==> config.mk <==
export PLATFORM = sky130hd
export DESIGN_NAME = mmio_write_buffer
export DESIGN_NICKNAME = d
export VERILOG_FILES = /design/src/rtl/mmio_write_buffer.sv
export SDC_FILE = /design/constraint.sdc
export NUM_CORES = 1
export LEC_CHECK = 0
export CAP_MARGIN = 20
export CORE_MARGIN = 2
export CORE_UTILIZATION = 55
export CTS_BUF_LIST = sky130_fd_sc_hd__clkbuf_4 sky130_fd_sc_hd__clkbuf_8
export DETAILED_ROUTE_END_ITERATION = 16
export HOLD_SLACK_MARGIN = 0.02
export MAX_ROUTING_LAYER = met4
export PLACE_DENSITY = 0.72
export SLEW_MARGIN = 20
export SYNTH_ARGS = -nofsm -noshare
export SYNTH_HDL_FRONTEND = slang
export SYNTH_SLANG_ARGS = --single-unit
==> constraint.sdc <==
create_clock -name clk -period 11.43 [get_ports clk]
set_clock_uncertainty 0.05 [all_clocks]
set_input_delay 2.286 -clock clk [delete_from_list [all_inputs] [get_ports clk]]
set_output_delay 2.286 -clock clk [all_outputs]
set_load 0.01 [all_outputs]
==> src/rtl/mmio_write_buffer.sv <==
// rtl/mmio_write_buffer.sv - MMIO store buffer FIFO draining to the mixer bus; MMIO_WRBUF_STATUS_EN adds a status register
module mmio_write_buffer #(
  parameter int          DEPTH     = 16,
  parameter logic [31:0] BASE_ADDR = 32'hFFFF_0000,
  parameter int          WIN_BITS  = 12
) (
  input  logic                     clk,
  input  logic                     reset,
  input  logic [31:0]              Daddr,
  input  logic [31:0]              Dout,
  input  logic [1:0]               DMC,
  input  logic                     Dread,
  output logic                     hit,
  output logic [31:0]              rdata,
  output logic                     p_valid,
  output logic [WIN_BITS-3:0]      p_addr,
  output logic [31:0]              p_data,
  output logic [3:0]               p_be,
  input  logic                     p_ready,
  output logic [$clog2(DEPTH):0]   level,
  output logic                     overflow
);

  localparam int PW = $clog2(DEPTH);
  localparam int LW = PW + 1;
  localparam int AW = WIN_BITS - 2;

  typedef struct packed {
    logic [AW-1:0] addr;
    logic [31:0]   data;
    logic [3:0]    be;
  } entry_t;

  entry_t        mem_q [DEPTH];
  logic [PW-1:0] rd_ptr_q, rd_ptr_d;
  logic [PW-1:0] wr_ptr_q, wr_ptr_d;
  logic [LW-1:0] level_q, level_d;
  logic          overflow_q, overflow_d;
  logic          p_valid_q, p_valid_d;
  entry_t        head_q, head_d;

  logic          status_hit;
  logic          store_req;
  logic          enq;
  logic          deq;
  logic          drop;
  entry_t        new_entry;

  // Loads have no side effect on the queue; the strobe is intentionally unused.
  logic unused_dread;
  assign unused_dread = Dread;

  assign hit = (Daddr[31:WIN_BITS] == BASE_ADDR[31:WIN_BITS]);

`ifdef MMIO_WRBUF_STATUS_EN
  assign status_hit = hit && (Daddr[WIN_BITS-1:2] == {AW{1'b1}});
  assign rdata      = status_hit ? {overflow_q, 15'b0, {(16-LW){1'b0}}, level_q} : 32'h0;
`else
  assign status_hit = 1'b0;
  assign rdata      = 32'h0;
`endif

  // Classify the MEM-stage access and format the store into byte lanes
  always_comb begin
    store_req      = hit && (DMC != 2'b00) && !status_hit;
    enq            = store_req && (level_q < LW'(DEPTH));
    drop           = store_req && (level_q == LW'(DEPTH));
    deq            = p_valid_q && p_ready;
    new_entry.addr = Daddr[WIN_BITS-1:2];
    new_entry.data = Dout;
    new_entry.be   = 4'b1111;
    case (DMC)
      2'b01: begin
        new_entry.be   = 4'b0001 << Daddr[1:0];
        new_entry.data = {4{Dout[7:0]}};
      end
      2'b10: begin
        new_entry.be   = Daddr[1] ? 4'b1100 : 4'b0011;
        new_entry.data = {2{Dout[15:0]}};
      end
      default: begin
        new_entry.be   = 4'b1111;
        new_entry.data = Dout;
      end
    endcase
  end

  // Next pointers, level, sticky flag and prefetched head entry
  always_comb begin
    rd_ptr_d   = deq ? rd_ptr_q + PW'(1) : rd_ptr_q;
    wr_ptr_d   = enq ? wr_ptr_q + PW'(1) : wr_ptr_q;
    level_d    = level_q;
    if (enq && !deq) level_d = level_q + LW'(1);
    if (!enq && deq) level_d = level_q - LW'(1);
    overflow_d = overflow_q;
    if (status_hit && (DMC != 2'b00)) overflow_d = 1'b0;
    if (drop) overflow_d = 1'b1;
    p_valid_d  = (level_d != '0);
    // The slot being written this cycle becomes the head only when it is the sole entry.
    if (!p_valid_d) head_d = '0;
    else if (enq && (wr_ptr_q == rd_ptr_d)) head_d = new_entry;
    else head_d = mem_q[rd_ptr_d];
  end

  // Control state and registered head outputs
  always_ff @(posedge clk or negedge reset) begin
    if (!reset) begin
      rd_ptr_q   <= '0;
      wr_ptr_q   <= '0;
      level_q    <= '0;
      overflow_q <= 1'b0;
      p_valid_q  <= 1'b0;
      head_q     <= '0;
    end else begin
      rd_ptr_q   <= rd_ptr_d;
      wr_ptr_q   <= wr_ptr_d;
      level_q    <= level_d;
      overflow_q <= overflow_d;
      p_valid_q  <= p_valid_d;
      head_q     <= head_d;
    end
  end

  // FIFO storage; contents are only meaningful between the pointers
  always_ff @(posedge clk) begin
    if (enq) mem_q[wr_ptr_q] <= new_entry;
  end

  assign p_valid  = p_valid_q;
  assign p_addr   = head_q.addr;
  assign p_data   = head_q.data;
  assign p_be     = head_q.be;
  assign level    = level_q;
  assign overflow = overflow_q;

endmodule

==> Word-level counts from Yosys, hierarchy flattened <==
Memories as Yosys holds them, arrays and structs flattened.
Index checks and enable logic that the tools add are counted.
{ "op_classes": {"shifts": 1, "n_eq_ne": 5, "order_cmp": 1, "n_addsub": 4, "muxes": 9, "reduce_logical": 11} }
{ "ops": {"columns": ["op", "n"], "rows": [
  ["46-bit two-way mux", 2],
  ["36-bit case mux with 2 select lines", 1],
  ["20-bit == test (second input constant)", 1],
  ["5-bit two-way mux", 2],
  ["4-bit by 1-bit adder with 4-bit output (second input constant)", 2],
  ["4-bit two-way mux", 2],
  ["1-bit logical AND", 7],
  ["5-bit by 1-bit adder with 5-bit output (second input constant)", 1],
  ["5-bit == test (second input constant)", 1],
  ["5-bit < comparator (second input constant)", 1],
  ["5-bit nonzero test", 1],
  ["5-bit by 1-bit subtractor with 5-bit output (second input constant)", 1],
  ["4-bit == test", 1],
  ["1-bit by 2-bit left shift with 4-bit output (first input constant)", 1],
  ["2-bit by 1-bit == test with 1-bit output (second input constant)", 1],
  ["2-bit == test (second input constant)", 1],
  ["1-bit logical NOT", 2],
  ["1-bit two-way mux", 2],
  ["2-bit nonzero test", 1]
]} }
{ "word_totals": {"in_bits": 70, "mem_count": 1, "ff_bits": 61, "ramBits": 736, "word_cells": 40, "out_inout_bits": 86} }
{ "memory_table": {"columns": ["memory", "words", "word_bits", "rd", "rd_ports_with_merged_regs", "write_ports", "line_no", "rtl"], "rows": [
  ["mem_q", 16, 46, 1, 0, 1, "34", "entry_t mem_q [DEPTH];"]
]} }

==> Longest topological paths before layout <==
{ "logic_depth": {"ltp_word": 8, "mapped_depth": 11, "ltp_nobuf": 9} }

==> Worst setup path after synthesis <==
OpenSTA, ideal clock, no wires.
{ "synth_path": {"kind": "input to register", "from": "input port Daddr[13]", "to": "memory mem_q[3][0] (netlist name), enable pin", "setup_time_ns": 0.506, "cell_stages": 6, "arrival_ns": 7.062, "slack_ns": 3.812, "path_cell_list": "or4_1 > or4_1 > clkbuf_1 > nor4_4 > nand2_1 > nor3_1"} }
{ "synth_via": {"elab_chain_cells": 5} }
{ "synth_lines": {"columns": ["element", "line_no", "rtl"], "rows": [
  ["start: declaration", "9", "input logic [31:0] Daddr,"],
  ["20-bit == test", "53", "assign hit = (Daddr[31:WIN_BITS] == BASE_ADDR[31:WIN_BITS]);"],
  ["1-bit logical AND", "65", "store_req = hit && (DMC != 2'b00) && !status_hit;"],
  ["1-bit logical AND", "66", "enq = store_req && (level_q < LW'(DEPTH));"],
  ["1-bit two-way mux", "126", "if (enq) mem_q[wr_ptr_q] <= new_entry;"],
  ["1-bit two-way mux (implied by the code)", "126", null],
  ["end: declaration", "34", null]
]} }
Every way passes these cells.

==> Worst setup path in the final report <==
{ "layout_path": {"from": "input port Daddr[13]", "to": "output port hit"} }
{ "layout_via": {"elab_chain_cells": 1} }
{ "layout_lines": {"columns": ["element", "line_no", "rtl"], "rows": [
  ["20-bit == test", "53", null],
  ["end: declaration", "13", "output logic hit,"]
]} }
Every way passes these cells.

==> metrics.txt <==
Chip Width=between 200 and 300 um; I/O Buffers=about 120; post-CTS setup buffers=0; Die H=between 200 and 300 um; worst-margin pin slew=1150 ps; 1st-pass router iterations=5; Final ANT Viol Nets=0; register bit total from synthesis=797; Slew Limit Fails=0; average footprint of a synthesized cell=roughly 15 um2; Yosys cell types=between 40 and 50; maximum clock frequency=around 150 MHz; wire per inst=approximately 29 um; maximum fanout along the worst path=6; Critical Path RT=~9100 ps; kind of critical path=in -> out; Critical-path top delay cell=or4_1; EDFF count, synth=approximately 740; CTS buffer count=between 100 and 150; largest net degree at the start of global routing=between 100 and 150; RD Place Congestion=around 0.84; total track usage=30.2%; YS warnings=0; final hold violations=0; Area growth, synth to finish=13.1%; count of final setup violators=0; antenna violations before repair=2; crit start category=input pin; clk sink count=797; Post-Syn Area=approximately 38000 um2; vias in the first global route=approximately 25000; critical path, cell by cell=clkdlybuf4s50_1 -> or4_1 -> or4_1 -> nor2_1 -> clkdlybuf4s50_1; Worst VDD drop=0.000376 V; Crit path depth=5; ys flop type=edfxtp_1; CP peak stage delay=approximately 560 ps; post-synthesis cell count=2477; IO Count=about 160; Root Buffer=clkbuf_8; FF-to-FF setup slack=around 6100 ps; dpl hpwl=around 54000 um; Site Rows=95; Initial Util=around 56%; total grt overflow=0; Final Instance Area=around 42000 um2; routed via count=between 20000 and 25000; Worst-path clk slew=roughly 60 ps; first-pass GRT wire length=around 150000 um; Vias/cell=~6.8; Hold/Removal Path Class=reg -> reg; Pleak=15.0 nW; delay-heaviest family, CP=simple AND/OR/NAND/NOR gates; CTS Buffer Depth=3; slew margin rel.=a little under a quarter; Seq/Total Area, Yosys=between 60% and 70%; die area=between 70000 and 80000 um2; Worst R2R End=p_data[17]; WL final=a little over 100000 um; CTS tree=built; Reg2Reg Launch Point=rd_ptr_q[1]; critical path endpoint category=output pin; Initial DRC Count=roughly 2500; Async SR Flop Fraction=approximately 7.7%; DP Area=roughly 40000 um2; H-tree depth=4; r2r worst-path depth=8; maxcap violations=0; RSZ-0062 raised after global routing=no; crit path to=hit; pwr dens=~250 nW/um2; Post-CTS Hold Buffers=0; clock insertion delay at the later pin of the skew report=810 ps; min Tclk post-route=just under 7000 ps; worst path bufs/invs=2; share of cells above drive strength 1=15.5%; DRC=0; Tcrit/Tclk final=roughly three fifths; core area=between 60000 and 70000 um2; Setup TNS Final=0 ps; Nets=2682; WP data arrival=roughly 4500 ps; PostCTS Resize Cnt=0; run status=complete, no violations; CP startpoint=Daddr[13]
## synth_stat cells (all sizes together) (11+ instances only)
cell type	instances	area share, %
edfxtp	736	59
xnor2	12	0.28
a21oi	14	0.19
buf	63	1.0
and3	47	0.78
nand2	23	0.23
inv	18	0.18
mux2i	556	15
ha	11	0.37
o22ai	11	0.18
mux4	91	5.5
clkbuf	169	1.7
a22oi	194	3.9
a32oi	91	2.1
nor3	51	0.68
a221oi	91	2.1
nor2	167	1.7
dfrtp	61	4.1
## state kept, by name (all words and copies together), names as in the netlist
name,flops
mem_q,736
p_data,32
p_addr,10
level,5
p_be,4
rd_ptr_q,4
wr_ptr_q,4
overflow,1
p_valid,1
## layer usage
layer,GRT usage (%),share of wire (%),up-vias
met1,37.0,38,12380
met2,48.5,49,1238
met4,14.9,4.2,0
li1,-,-,10285
met5,-,0,-
met3,5.79,8.3,278
## stage by stage
stage | utilization [%] | hold WS, ps | total power, mW | setup WS, ps | std cells
finish | 63.0 | 424 | 10.7 | 4620 | 3578
global route | 63.0 | 458 | 11.1 | 4560 | 3578
CTS | 62.9 | 429 | 10.7 | 4620 | 3574
detailed placement | 58.9 | 413 | 8.13 | 4620 | 3336
global placement | 58.8 | 410 | 8.00 | 4610 | 3333
floorplan | - | 463 | 6.84 | 3810 | 2508
## layout by cell type (no fill, tap or decap), drive strengths merged, types with 3 or more instances in the layout
cell / count
nor3: 51
clkinv: 32
dfrtp: 61
and3: 47
inv: 21
o21ai: 8
a221oi: 91
buf: 67
a21oi: 14
clkdlybuf4s50: 121
a22o: 8
a32oi: 91
clkinvlp: 6
o22ai: 11
nand2: 23
mux4: 91
clkbuf: 196
or3: 3
nor4: 4
xnor2: 12
edfxtp: 736
conb: 32
bufinv: 3
mux2i: 556
a22oi: 194
nand3: 9
ha: 11
nor2: 167
nand4: 9
nand2b: 6
## area by class of cell
cell class / instances / area, um2
Fill cell: 4808 / 25000
Sequential cell: 797 / 23600
Multi-Input combinational cell: 1460 / 13200
Clock buffer: 195 / 2390
Timing Repair Buffer: 189 / 1770
Tap cell: 873 / 1090
Clock inverter: 43 / 293
Inverter: 19 / 71.3
Antenna cell: 2 / 5.00
## kinds of logic (layout without fill, tap and decap cells)
group | after synthesis | in the layout | share of synthesized area, %
flops | 797 | 797 | 63.0
mux | 649 | 649 | 20.4
compound gates | 424 | 424 | 8.94
simple gates | 330 | 330 | 4.13
buf+inv | 251 | 446 | 2.91
xor+xnor | 14 | 14 | 0.327
fa+ha+maj | 11 | 11 | 0.367
other cells | 1 | 34 | 0.00999
## worst min-delay path by stage
stage / cells after the start / end / from / slack (ps)
2_1_floorplan: 1 / overflow / overflow / 460
3_3_place_gp: 1 / overflow / overflow / 410
3_5_place_dp: 1 / overflow / overflow / 410
4_1_cts: 1 / overflow / overflow / 430
5_1_grt: 1 / overflow / overflow / 460
6_report: 1 / overflow / overflow / 420
## power by group
part           internal [mW]  switching [mW]
Clock                   1.41            1.12
Sequential              3.34           0.146
Combinational           2.07            2.57
Total                   6.81            3.84
Note: power is estimated with default switching activity, not from simulation.
